<file path="src/rtl/sparse_act_packer.sv">
// sparse_act_packer
// Feeds the sparse PE. Takes a dense stream of activations (one per cycle) for
// one input channel and drops the zeros. Surviving non-zeros are packed four at
// a time into a 4-lane beat that carries per-lane value, column and row. The
// beat that ends a channel also reports that channel's non-zero count.
module sparse_act_packer #(
    parameter int wordlength = 16,
    parameter int col_length = 5
) (
    input  logic                      clk,
    input  logic                      irst,
    input  logic                      act_valid,
    output logic                      act_ready,
    input  logic [wordlength-1:0]     act_data,
    input  logic [col_length-1:0]     act_col,
    input  logic [col_length-1:0]     act_row,
    input  logic [5:0]                act_channel,
    input  logic                      act_last,
    output logic                      out_valid,
    input  logic                      out_ready,
    output logic [4*wordlength-1:0]   data_in,
    output logic [4*col_length-1:0]   data_in_cols,
    output logic [4*col_length-1:0]   data_in_rows,
    output logic [3:0]                lane_mask,
    output logic [5:0]                in_channel,
    output logic                      chan_done,
    output logic [15:0]               chan_nnz
);

    // Assembly stage: lanes that are filled but not yet complete
    logic [3:0][wordlength-1:0] asm_data;
    logic [3:0][col_length-1:0] asm_col;
    logic [3:0][col_length-1:0] asm_row;
    logic [1:0]                 fill;
    logic [15:0]                nnz;

    // Output stage: the beat currently presented to the PE
    logic [3:0][wordlength-1:0] out_data;
    logic [3:0][col_length-1:0] out_col;
    logic [3:0][col_length-1:0] out_row;
    logic [3:0]                 out_mask;
    logic [5:0]                 out_chan;
    logic                       out_done;
    logic [15:0]                out_nnz;
    logic                       out_vld;

    // Candidate beat assembled from held lanes plus the current activation
    logic [3:0][wordlength-1:0] nxt_data;
    logic [3:0][col_length-1:0] nxt_col;
    logic [3:0][col_length-1:0] nxt_row;
    logic [3:0]                 nxt_mask;

    logic        accept;
    logic        is_nz;
    logic        complete;
    logic [15:0] nnz_inc;
    logic [15:0] nnz_next;

    // Input stalls whenever a held beat has not been taken
    assign act_ready = !out_vld || out_ready;
    assign accept    = act_valid && act_ready;
    assign is_nz     = |act_data;

    // Count saturates rather than wrapping
    assign nnz_inc  = (nnz == 16'hFFFF) ? nnz : nnz + 16'd1;
    assign nnz_next = (accept && is_nz) ? nnz_inc : nnz;

    // A beat closes on the fourth non-zero or on any channel-final activation
    assign complete = accept && ((is_nz && (fill == 2'd3)) || act_last);

    // Merge held lanes with the incoming non-zero; unused lanes read as zero
    always_comb begin
        nxt_data = '0;
        nxt_col  = '0;
        nxt_row  = '0;
        nxt_mask = '0;
        for (int unsigned k = 0; k < 4; k++) begin
            if (k < 32'(fill)) begin
                nxt_data[k[1:0]] = asm_data[k[1:0]];
                nxt_col[k[1:0]]  = asm_col[k[1:0]];
                nxt_row[k[1:0]]  = asm_row[k[1:0]];
                nxt_mask[k[1:0]] = 1'b1;
            end else if ((k == 32'(fill)) && is_nz) begin
                nxt_data[k[1:0]] = act_data;
                nxt_col[k[1:0]]  = act_col;
                nxt_row[k[1:0]]  = act_row;
                nxt_mask[k[1:0]] = 1'b1;
            end
        end
    end

    // Assembly register: append non-zeros, restart on beat completion
    always_ff @(posedge clk or posedge irst) begin
        if (irst) begin
            asm_data <= '0;
            asm_col  <= '0;
            asm_row  <= '0;
            fill     <= '0;
            nnz      <= '0;
        end else if (accept) begin
            nnz <= act_last ? '0 : nnz_next;
            if (complete) begin
                fill <= '0;
            end else if (is_nz) begin
                asm_data[fill] <= act_data;
                asm_col[fill]  <= act_col;
                asm_row[fill]  <= act_row;
                fill           <= fill + 2'd1;
            end
        end
    end

    // Output register: load a completed beat, hold while stalled, drop on take
    always_ff @(posedge clk or posedge irst) begin
        if (irst) begin
            out_data <= '0;
            out_col  <= '0;
            out_row  <= '0;
            out_mask <= '0;
            out_chan <= '0;
            out_done <= 1'b0;
            out_nnz  <= '0;
            out_vld  <= 1'b0;
        end else if (complete) begin
            out_data <= nxt_data;
            out_col  <= nxt_col;
            out_row  <= nxt_row;
            out_mask <= nxt_mask;
            out_chan <= act_channel;
            out_done <= act_last;
            out_nnz  <= act_last ? nnz_next : 16'd0;
            out_vld  <= 1'b1;
        end else if (out_ready) begin
            out_vld <= 1'b0;
        end
    end

    assign out_valid    = out_vld;
    assign data_in      = out_data;
    assign data_in_cols = out_col;
    assign data_in_rows = out_row;
    assign lane_mask    = out_mask;
    assign in_channel   = out_chan;
    assign chan_done    = out_done;
    assign chan_nnz     = out_nnz;

endmodule

</file>
<file path="config.mk">
export PLATFORM = sky130hd
export DESIGN_NAME = sparse_act_packer
export DESIGN_NICKNAME = d
export VERILOG_FILES = /design/src/rtl/sparse_act_packer.sv
export SDC_FILE = /design/constraint.sdc
export NUM_CORES = 1
export LEC_CHECK = 0
export CAP_MARGIN = 10
export CORE_MARGIN = 5
export CORE_UTILIZATION = 32
export CTS_CLUSTER_DIAMETER = 80
export DETAILED_ROUTE_END_ITERATION = 16
export SLEW_MARGIN = 20
export SYNTH_ARGS = -nofsm -noshare
export SYNTH_HDL_FRONTEND = slang
export SYNTH_SLANG_ARGS = --single-unit
</file>
<file path="constraint.sdc">
create_clock -name clk -period 22.4 [get_ports clk]
set_clock_uncertainty 0.2 [all_clocks]
set_input_delay 4.48 -clock clk [delete_from_list [all_inputs] [get_ports clk]]
set_output_delay 4.48 -clock clk [all_outputs]
set_load 0.02 [all_outputs]
</file>
==> flow_summary_export.csv <==
group,metric,value,unit
route,drcViolationCount,0,
power_and_ir_drop,p_seq_share,41.4,%
setup_path,cp.required,17.72,ns
min_path,hold_depth,2,
power_and_ir_drop,switching_share,32.1,%
route,vias,7180,
run_status,status,"finished, final reports clean",
final_layout,num-fill-cells,2857,
sta,slew_viol_final,0,
power_and_ir_drop,p_total,1.54,mW
power_and_ir_drop,internal-power,1.05,mW
synth,synth_top_cell_by_area,"dfrtp_1",
global_routing,grt_overflow_total,0,
die,chipWidth,184,um
sta,final.min_clock_period,10.72,ns
die,num_io_pins,170,
synth,yosysUniqueCellTypes,43,
synth,synth_cells,869,
setup_path,path_max_fanout,9,
clocking,numCtsBuffers,26,
route,via_per_inst,5.02,
sta,fin_tns_setup,0,ns
synth,synth_seq_cells,228,
route,ant_nets,0,
clocking,clk_pin_slew,0.06,ns
synth,synth_most_common_cell,"dfrtp_1",
global_routing,first_global_vias,7276,
synth,synth_nets,912,
clocking,cts.path.max_buffers,3,
place,post-place-ws,11.71,ns
setup_path,crit_path_start_kind,"input pin",
synth,netlist_area,9660,um^2
clocking,cts_hold_buf,0,
route,drt-initial-drc-count,340,
clocking,cts_tree,"built",
power_and_ir_drop,power_density,122,nW/um^2
die,dieHeight,184,um
synth,synth_top_area_share,59.1,%
synth,synth_edf_count,0,
sta,finalSetupViolations,0,
place,hpwl,16600,um
min_path,holdCritPathClass,"reg2reg",
sta,fin_crit_sh,47.8,%
place,dpl.cell_count,1382,
power_and_ir_drop,p_leak,5.41,nW
place,numPortBuffers,169,
power_and_ir_drop,peakVddDrop,0.0551,mV
die,start_util,32.5,%
place,gp_congestion,0.770,
sta,hold_viol_final,0,
sta,rsz0062_at_grt,"false",
global_routing,gr-usage-all-layers,15.4,%
clocking,clk_latency,0.52,ns
final_layout,nets,1063,
clocking,cts_resized,0,
synth,yosysWarningCount,0,
synth,synth_commonest_cells,"228 x dfrtp_1, 132 x nor2_1, 121 x nand2_1, 72 x o21ai_0, 70 x mux2_2",
route,drt-total-wl,26400,um
final_layout,syn2layout_area_growth,30.1,%
run,maxCapViolations,0,
clocking,cts_max_level,1,
clocking,clock-sinks,228,
synth,synth_area_leaders,"dfrtp_1 59%, mux2_2 8.2%, a221oi_1 5.6%, nor2_1 5.1%, nand2_1 4.7%",
sta,slew_headroom,28.2,%
global_routing,grt_pass1_wl,42100,um
synth,yosysSeqAreaShare,59.1,%
final_layout,drive_gt1_share,14.2,%
sta,fin_ws,11.68,ns
global_routing,grt_max_degree,97,
route,dr.pass1.iters,4,
route,routedWlPerCell,18.5,um
die,die_area,33800,um^2
power_and_ir_drop,power_frac_clock,27.3,%
power_and_ir_drop,power_frac_comb,31.3,%
setup_path,end_kind,"output port",
final_layout,instances_no_fill,1429,
clocking,root_buffer,"clkbuf_16",
die,rows,63,
power_and_ir_drop,netSwitchingPower,0.494,mW
global_routing,antenna_found_initial,0,
clocking,cts_setup_buffers,0,
setup_path,rr_worst_depth,6,
synth,syn_avg_cell_area,11.1,um^2
die,core,29700,um^2
setup_path,crit_type,"in2out",
sta,worstMarginPinSlew,1.08,ns
final_layout,diodes,0,
sta,fmax,0.0933,GHz
synth,ys.flop_type,"dfrtp_1",
synth,synthArstFlopShare,100,%
setup_path,critPathArrivalTime,6.04,ns
[layout by cell type (no fill, tap or decap), types with 8 or more instances in the layout]
| cell | instances |
|---|---|
| dfrtp_1 | 228 |
| clkdlybuf4s50_1 | 169 |
| nor2_1 | 131 |
| nand2_1 | 121 |
| o21ai_0 | 72 |
| mux2_2 | 70 |
| a221oi_1 | 62 |
| clkbuf_16 | 27 |
| mux2i_1 | 18 |
| buf_4 | 14 |
| nor4_1 | 13 |
| xnor2_1 | 11 |
| mux2_4 | 8 |
| clkbuf_8 | 8 |
[final cells by class]
| cell class | instances | area, um^2 | area share [%] |
|---|---|---|---|
| clock buffers | 39 | 801 | 6.37 |
| inverters | 4 | 22.5 | 0.179 |
| multi-input cells | 577 | 3690 | 29.3 |
| clock inverters | 8 | 68.8 | 0.547 |
| well taps | 390 | 488 | 3.88 |
| repair buffers | 183 | 1800 | 14.3 |
| flip-flops and latches | 228 | 5710 | 45.4 |
[metrics by stage]
step | instance area, um^2 | util [%] | hold slack, ns
final | 12600 | 42.3 | 0.266
after global routing | 12600 | 42.3 | 0.287
after CTS | 12600 | 42.3 | 0.269
after detailed placement | 11700 | 39.4 | 0.257
after global placement | 11700 | 39.4 | 0.253
after floorplan | 9660 | - | 0.279
[layer usage]
layer / vias to the layer above / share of wire [%] / GRT usage, %
met1: 3591 / 46 / 21.3
met5: - / 0 / 0
met4: 0 / 1.4 / 3.22
li1: 3368 / - / -
met3: 34 / 7.5 / 4.10
met2: 187 / 46 / 24.7
[cells by family after synthesis]
logic type                 Yosys count  synth area share (%)
and+or+nand+nor                    312                  14.1
DFF                                228                  59.1
AOI/OAI and AO/OA                  152                  10.7
muxes                               96                  11.3
buffers and inverters               64                  3.14
xor gates and xnor gates            11                 0.998
adders and majority gates            6                 0.777
[power groups by stage]
stage / clock network [mW] / registers, mW / logic [mW]
5_1_grt: 0.449 / 0.657 / 0.526
3_5_place_dp: 0 / 0.643 / 0.489
3_3_place_gp: 0 / 0.638 / 0.483
2_1_floorplan: 0 / 0.709 / 0.203
6_report: 0.420 / 0.638 / 0.482
4_1_cts: 0.434 / 0.637 / 0.491
[state kept, by name, indices dropped and copies added (netlist names)]
signal and flops:
out_valid 1, data_in_cols 20, chan_nnz 16, data_in_rows 20, nnz 16, chan_done 1, lane_mask 4, asm_col 15
fill 2, data_in 64, asm_data 48, in_channel 6, asm_row 15
[final timing paths]
check | startpoint | end | slack [ns]
worst max-delay path | out_ready | act_ready | 11.68
worst min-delay path | in_channel[4]$_DFFE_PP0P_ | in_channel[4]$_DFFE_PP0P_ | 0.27
worst max register to register | out_valid$_DFFE_PP0P_ | data_in_cols[5]$_DFFE_PP0P_ | 19.56
worst min register to register | in_channel[4]$_DFFE_PP0P_ | in_channel[4]$_DFFE_PP0P_ | 0.27
max in group asynchronous | irst | data_in_rows[17]$_DFFE_PP0P_ | 16.36
min in group asynchronous | irst | data_in_rows[16]$_DFFE_PP0P_ | 4.26
[critical path, cell delays in order]
cell and delay (ns):
clkdlybuf4s50_1 0.45, nand2b_1 0.39, clkdlybuf4s50_1 0.72
Note: power is estimated with default switching activity, not from simulation.
